--- config.mk ---
export PLATFORM = sky130hd
export DESIGN_NAME = unified_mem_arbiter
export DESIGN_NICKNAME = d
export VERILOG_FILES = /design/src/rtl/unified_mem_arbiter.sv
export SDC_FILE = /design/constraint.sdc
export NUM_CORES = 1
export LEC_CHECK = 0
export BUFFER_PORTS_ARGS = -buffer_cell sky130_fd_sc_hd__buf_2
export CORE_ASPECT_RATIO = 2
export CORE_UTILIZATION = 51
export CTS_CLUSTER_DIAMETER = 120
export DETAILED_ROUTE_END_ITERATION = 7
export PLACE_DENSITY = 0.88
export SLEW_MARGIN = 15
export SYNTH_ARGS = -nofsm -noshare
export SYNTH_HDL_FRONTEND = slang
export SYNTH_SLANG_ARGS = --single-unit
--- constraint.sdc ---
create_clock -name clk -period 2.6 [get_ports clk]
set_input_delay 0.13 -clock clk [delete_from_list [all_inputs] [get_ports clk]]
set_output_delay 0.13 -clock clk [all_outputs]
set_load 0.05 [all_outputs]
--- src/rtl/unified_mem_arbiter.sv ---
// Single-port memory arbiter between instruction fetch and data access.
// Registered IDLE/BUSY/DONE handshake controller with multi-cycle latency and a fetch-starvation guard.
module unified_mem_arbiter #(
  parameter int ADDR_W     = 8,
  parameter int DATA_W     = 32,
  parameter int MEM_LAT    = 1,
  parameter int STARVE_MAX = 4,
  parameter int DATA_BASE  = 88
) (
  input  logic              clk,
  input  logic              rst,
  input  logic              if_req,
  input  logic [ADDR_W-1:0] if_addr,
  output logic              if_gnt,
  output logic              if_rvalid,
  output logic [DATA_W-1:0] if_rdata,
  input  logic              d_req,
  input  logic              d_we,
  input  logic [2:0]        d_funct3,
  input  logic [ADDR_W-1:0] d_addr,
  input  logic [DATA_W-1:0] d_wdata,
  output logic              d_gnt,
  output logic              d_rvalid,
  output logic [DATA_W-1:0] d_rdata,
  output logic              mem_re,
  output logic              mem_we,
  output logic [2:0]        mem_funct3,
  output logic [ADDR_W-1:0] mem_addr,
  output logic [DATA_W-1:0] mem_wdata,
  input  logic [DATA_W-1:0] mem_rdata,
  output logic              busy
);

  localparam int LAT_W = $clog2(MEM_LAT + 1);
  localparam int CNT_W = $clog2(STARVE_MAX + 1);
  localparam logic [LAT_W-1:0]  LAT_INIT   = LAT_W'(MEM_LAT);
  localparam logic [LAT_W-1:0]  LAT_LAST   = LAT_W'(1);
  localparam logic [CNT_W-1:0]  STARVE_TOP = CNT_W'(STARVE_MAX);
  localparam logic [ADDR_W-1:0] BASE_OFS   = ADDR_W'(DATA_BASE);

  typedef enum logic [1:0] {
    S_IDLE = 2'd0,
    S_BUSY = 2'd1,
    S_DONE = 2'd2
  } state_e;

  state_e            state_q, state_d;
  logic [CNT_W-1:0]  starve_q, starve_d;
  logic [LAT_W-1:0]  lat_q, lat_d;
  logic              own_data_q, own_data_d;
  logic              mem_re_q, mem_re_d;
  logic              mem_we_q, mem_we_d;
  logic [2:0]        mem_funct3_q, mem_funct3_d;
  logic [ADDR_W-1:0] mem_addr_q, mem_addr_d;
  logic [DATA_W-1:0] mem_wdata_q, mem_wdata_d;
  logic              if_rvalid_q, if_rvalid_d;
  logic              d_rvalid_q, d_rvalid_d;
  logic [DATA_W-1:0] if_rdata_q, if_rdata_d;
  logic [DATA_W-1:0] d_rdata_q, d_rdata_d;
  logic              fetch_win_s;
  logic              if_gnt_s;
  logic              d_gnt_s;

  always_comb begin
    fetch_win_s  = if_req && (!d_req || (starve_q == STARVE_TOP));
    if_gnt_s     = 1'b0;
    d_gnt_s      = 1'b0;
    state_d      = state_q;
    starve_d     = starve_q;
    lat_d        = lat_q;
    own_data_d   = own_data_q;
    mem_re_d     = mem_re_q;
    mem_we_d     = mem_we_q;
    mem_funct3_d = mem_funct3_q;
    mem_addr_d   = mem_addr_q;
    mem_wdata_d  = mem_wdata_q;
    if_rvalid_d  = 1'b0;
    d_rvalid_d   = 1'b0;
    if_rdata_d   = if_rdata_q;
    d_rdata_d    = d_rdata_q;
    case (state_q)
      S_IDLE: begin
        if (fetch_win_s) begin
          if_gnt_s     = 1'b1;
          starve_d     = {CNT_W{1'b0}};
          own_data_d   = 1'b0;
          mem_re_d     = 1'b1;
          mem_we_d     = 1'b0;
          mem_funct3_d = 3'b010;
          mem_addr_d   = if_addr;
          mem_wdata_d  = {DATA_W{1'b0}};
          lat_d        = LAT_INIT;
          state_d      = S_BUSY;
        end else if (d_req) begin
          d_gnt_s      = 1'b1;
          // Only a grant that actually made fetch wait counts towards starvation.
          if (if_req && (starve_q != STARVE_TOP)) begin
            starve_d = starve_q + 1'b1;
          end else begin
            starve_d = starve_q;
          end
          own_data_d   = 1'b1;
          mem_re_d     = !d_we;
          mem_we_d     = d_we;
          mem_funct3_d = d_funct3;
          mem_addr_d   = d_addr + BASE_OFS;
          mem_wdata_d  = d_wdata;
          lat_d        = LAT_INIT;
          state_d      = S_BUSY;
        end else begin
          state_d = S_IDLE;
        end
      end
      S_BUSY: begin
        lat_d = lat_q - 1'b1;
        if (lat_q == LAT_LAST) begin
          mem_re_d = 1'b0;
          mem_we_d = 1'b0;
          state_d  = S_DONE;
          if (own_data_q) begin
            d_rvalid_d = 1'b1;
            d_rdata_d  = mem_we_q ? {DATA_W{1'b0}} : mem_rdata;
          end else begin
            if_rvalid_d = 1'b1;
            if_rdata_d  = mem_rdata;
          end
        end else begin
          state_d = S_BUSY;
        end
      end
      S_DONE: begin
        state_d = S_IDLE;
      end
      default: begin
        state_d  = S_IDLE;
        mem_re_d = 1'b0;
        mem_we_d = 1'b0;
      end
    endcase
  end

  always_ff @(posedge clk or negedge rst) begin
    if (!rst) begin
      state_q      <= S_IDLE;
      starve_q     <= {CNT_W{1'b0}};
      lat_q        <= {LAT_W{1'b0}};
      own_data_q   <= 1'b0;
      mem_re_q     <= 1'b0;
      mem_we_q     <= 1'b0;
      mem_funct3_q <= 3'b000;
      mem_addr_q   <= {ADDR_W{1'b0}};
      mem_wdata_q  <= {DATA_W{1'b0}};
      if_rvalid_q  <= 1'b0;
      d_rvalid_q   <= 1'b0;
      if_rdata_q   <= {DATA_W{1'b0}};
      d_rdata_q    <= {DATA_W{1'b0}};
    end else begin
      state_q      <= state_d;
      starve_q     <= starve_d;
      lat_q        <= lat_d;
      own_data_q   <= own_data_d;
      mem_re_q     <= mem_re_d;
      mem_we_q     <= mem_we_d;
      mem_funct3_q <= mem_funct3_d;
      mem_addr_q   <= mem_addr_d;
      mem_wdata_q  <= mem_wdata_d;
      if_rvalid_q  <= if_rvalid_d;
      d_rvalid_q   <= d_rvalid_d;
      if_rdata_q   <= if_rdata_d;
      d_rdata_q    <= d_rdata_d;
    end
  end

  // Grants come straight from arbitration; masking with rst keeps them low while reset is held.
  assign if_gnt     = if_gnt_s & rst;
  assign d_gnt      = d_gnt_s & rst;
  assign if_rvalid  = if_rvalid_q;
  assign if_rdata   = if_rdata_q;
  assign d_rvalid   = d_rvalid_q;
  assign d_rdata    = d_rdata_q;
  assign mem_re     = mem_re_q;
  assign mem_we     = mem_we_q;
  assign mem_funct3 = mem_funct3_q;
  assign mem_addr   = mem_addr_q;
  assign mem_wdata  = mem_wdata_q;
  assign busy       = (state_q != S_IDLE);

endmodule

Word level (Yosys, flattened, before mapping). Cells that the tools add are included.

Shift-type cells: 0. Bitwise operators: 4. Multipliers: 0. Equal/unequal tests: 6. Mux-type cells: 36. Reductions and logical operators: 16. $add $sub $neg: 3. Magnitude comparators: 0. Divide/modulo/power cells: 0.

Operators by type and width (count): $mux 32 (3); $mux 1 (21); $mux 8 (2); $mux 3 (5); $reduce_and 3->1 (4); $add 8x7->8 const B (1); $reduce_bool 2->1 (4); $ne 3x3->1 const B (2); $pmux 1 s3 (2); $pmux 2 s2 (1); $reduce_and 2->1 (2); $add 3x1->3 const B (1); $eq 3x3->1 const B (1); $and 1x1->1 (2); $eq 2x1->1 const B (1); $eq 2x2->1 const B (1); $logic_and 1x1->1 (2); $logic_not 1->1 (2); $logic_not 2->1 (1); $mux 2 (1); $ne 2x2->1 const B (1); $not 1->1 (2); $pmux 1 s2 (1); $logic_or 1x1->1 (1); $sub 1x1->1 const B (1).

Output and inout bits: 114. Input bits: 88. Bits in read-only memories: 0. Latch bits: 0. Memories: 0. Logic and storage cells: 78. Memory bits (writable): 0. Bits in registers: 118.

Logic depth before layout (Yosys ltp).
Word-level depth: 6. Depth in mapped cells: 9. Mapped depth without buffers: 6.

Worst setup path after synthesis. OpenSTA, ideal clock, no wires.

Kind: reg2out. Start point: register state_q[0]. End point: output d_gnt. Buffers on the path: 1. Stages on the path, launching flop included: 5. Arrival: 1566 ps. Slack: 904 ps. Required time: 2470 ps. Path through: dfrtp_1 > nor2_1 > o21a_1 > clkbuf_1 > and3_1.

Word-level cells in the longest chain between the ends: 3.

Ends and longest elaborated chain: from (decl) (line 47) `state_e state_q, state_d;`; from (signal assigned) (line 158) `state_q <= state_d;`; $logic_not 2->1 (line 81) `case (state_q)`; $mux 1 (line 81); $and 1x1->1 (line 176) `assign d_gnt = d_gnt_s & rst;`; to (decl) (line 22) `output logic d_gnt,`.

No other way between the ends.

Worst setup path after layout. Same ends and word-level chain as after synthesis.

==> metrics <==
outcome complete, no violations; maximum clock insertion buffer count 2; yosys warns 0; Post-CTS Resized 0; row count 49; # Post-CTS Setup Buffers 0; Data arrival, critical path ~2100 ps; Final Critical Period around 2200 ps; RSZ-0062 raised after global routing no; critical path start-end classification reg2out; GRT overflow 0; cell area after synthesis 0.00466 mm²; Total Nets Final between 700 and 800; area delta synth->final 51.3%; sequential-to-total area share from yosys stat a little under two thirds; CTS sink cnt 118; Peak Freq 447 MHz; Routed Antenna Nets 0; core area between 0.008 and 0.009 mm²; CTS clk-pin slew, worst paths around 50 ps; CP Buf/Inv Count 1; top cell type's share of synthesized area 63.4%; largest net degree at the start of global routing approximately 110; WL final 14100 µm; cts bufs inserted 17; first-pass GRT wire length 21400 µm; die height 137 µm; highest routed layer met4; vias in the first global route about 4300; Max-Slew Margin vs Limit between 30% and 40%; Least-Margin Pin Slew around 1000 ps; Synth Instances 380; DR pass1 iterations 5; Avg Vias per Cell ~5.5; diode count 0; CP cell instances nor2_1, o21a_1, and3_1, buf_2; cell family with most CP delay simple AND/OR/NAND/NOR gates; Setup crit end kind primary output; met3 wire length between 600 and 700 µm; Slew Limit Fails 0; CP Max Fanout 12; All-Layer GR Usage 30.1%; DRC violations left 0; post-synth top area cell dfrtp_1; hold buffers post-CTS 71; Filler Cells Inserted roughly 520; final setup fails 0; 1st-iter DRT viols around 220; CP max stage cell o21a_1; root buffer cell clkbuf_16; CTS tree done; Synth cell types 29; initial antenna violation count 0; metal2 WL roughly 8000 µm; Detailed Place HPWL just under 8000 µm; Worst-Skew Late Latency ~420 ps; vias about 4200; flops & latches, synth ~120; top cells by area, synth dfrtp_1 (63%), mux2_2 (8.0%), a22o_1 (6.6%); Net Count, Synth approximately 470; initial core utilization between 50% and 60%; htree depth 4; final hold vios 0; gpl congestion around 0.86; crit-path max cell delay 440 ps; worst hold-check path type in2reg; Avg WL per Cell around 18 µm; I/O pins a little over 200; WP data required around 2500 ps; Setup Skew between 10 and 15 ps; startpoint types flop; setup TNS 0 ps; Avg Cell Area, Syn between 10 and 15 µm²; WL met1 around 4800 µm; max_cap viols 0; Final period util 86.1%; Die X 69.6 µm; DIE AREA approximately 0.0095 mm²; port bufs around 200; layout cells sized above 1 between 40% and 50%
[worst paths after layout]
| path | from | to | slack [ps] | depth (start not counted) |
|---|---|---|---|---|
| min in group asynchronous | rst | mem_addr[1] | 130 | 2 |
| worst max-delay path | state_q[0] | d_gnt | 360 | 4 |
| worst max register to register | state_q[1] | d_rdata[10] | 650 | 3 |
| worst min register to register | d_rdata[18] | d_rdata[18] | 480 | 2 |
| worst min-delay path | mem_rdata[2] | if_rdata[2] | 10 | 2 |
| max in group asynchronous | rst | if_rdata[18] | 1690 | 3 |
[flip-flops by register name (all words and copies together), names as in the netlist]
| name | cells |
|---|---|
| mem_wdata | 32 |
| starve_q | 3 |
| own_data_q | 1 |
| mem_re | 1 |
| mem_addr | 8 |
| if_rvalid | 1 |
| lat_q | 1 |
| state_q | 2 |
| d_rdata | 32 |
| mem_funct3 | 3 |
| mem_we | 1 |
| d_rvalid | 1 |
| if_rdata | 32 |
[cell type report]
cell class                      count  area, µm²  share of cell area [%]
Multi-Input combinational cell    230       1570                    22.3
Sequential cell                   118       2950                    41.9
Timing Repair Buffer              276       1770                    25.2
Tap cell                          102        128                    1.81
Clock inverter                     13        158                    2.24
Inverter                            7       26.3                   0.373
Clock buffer                       18        439                    6.23
[through the flow]
| step | setup slack [ps] | utilization, % | hold slack, ps | std cells | area, µm² |
|---|---|---|---|---|---|
| 5_1_grt | 270 | 78.8 | 9.10 | 764 | 7050 |
| 3_3_place_gp | 692 | 63.9 | -30.2 | 661 | 5720 |
| 6_report | 363 | 78.8 | 13.2 | 764 | 7050 |
| 4_1_cts | 353 | 78.5 | 5.74 | 763 | 7030 |
| 2_1_floorplan | 904 | - | -166 | 380 | 4660 |
| 3_5_place_dp | 600 | 63.9 | -24.6 | 661 | 5720 |
[cell usage in the layout, fill, tap and decap left out, drive strengths merged, types with 16 or more instances in the layout]
cell type | synthesis | final
clkbuf | 14 | 18
dfrtp | 118 | 118
a22o | 35 | 35
o21ai | 38 | 38
dlygate4sd3 | 0 | 71
mux2 | 33 | 33
nand2 | 40 | 40
a21oi | 16 | 16
buf | 11 | 205
nand2b | 34 | 34
[cell families after synthesis]
kind of cell / Yosys count / synth area share (%)
AOI/OAI and AO/OA: 96 / 13.8
xor gates and xnor gates: 3 / 0.564
and+or+nand+nor: 95 / 10.2
DFF: 118 / 63.4
buffers and inverters: 32 / 3.28
adders and majority gates: 3 / 0.805
muxes: 33 / 7.97
[synth_stat cells (all sizes together)]
library cell,count
a21bo,1
a21o,2
a21oi,16
a221o,2
a22o,35
a32o,1
and2,1
and3,3
and3b,1
buf,11
clkbuf,14
dfrtp,118
ha,3
inv,7
mux2,33
nand2,40
nand2b,34
nand4,1
nor2,12
nor2b,1
nor3,1
nor3b,1
o21a,1
o21ai,38
xnor2,2
xor2,1
[routing by layer]
metal | vias up | GRT usage [%]
met3 | 49 | 6.29
li1 | 1856 | -
met2 | 198 | 55.9
met4 | 0 | 18.6
met1 | 2076 | 30.1
met5 | - | 0
Power is left out: the tool's default activity adds up to more than one toggle a clock period on the data nets, which glitch-free logic cannot reach.
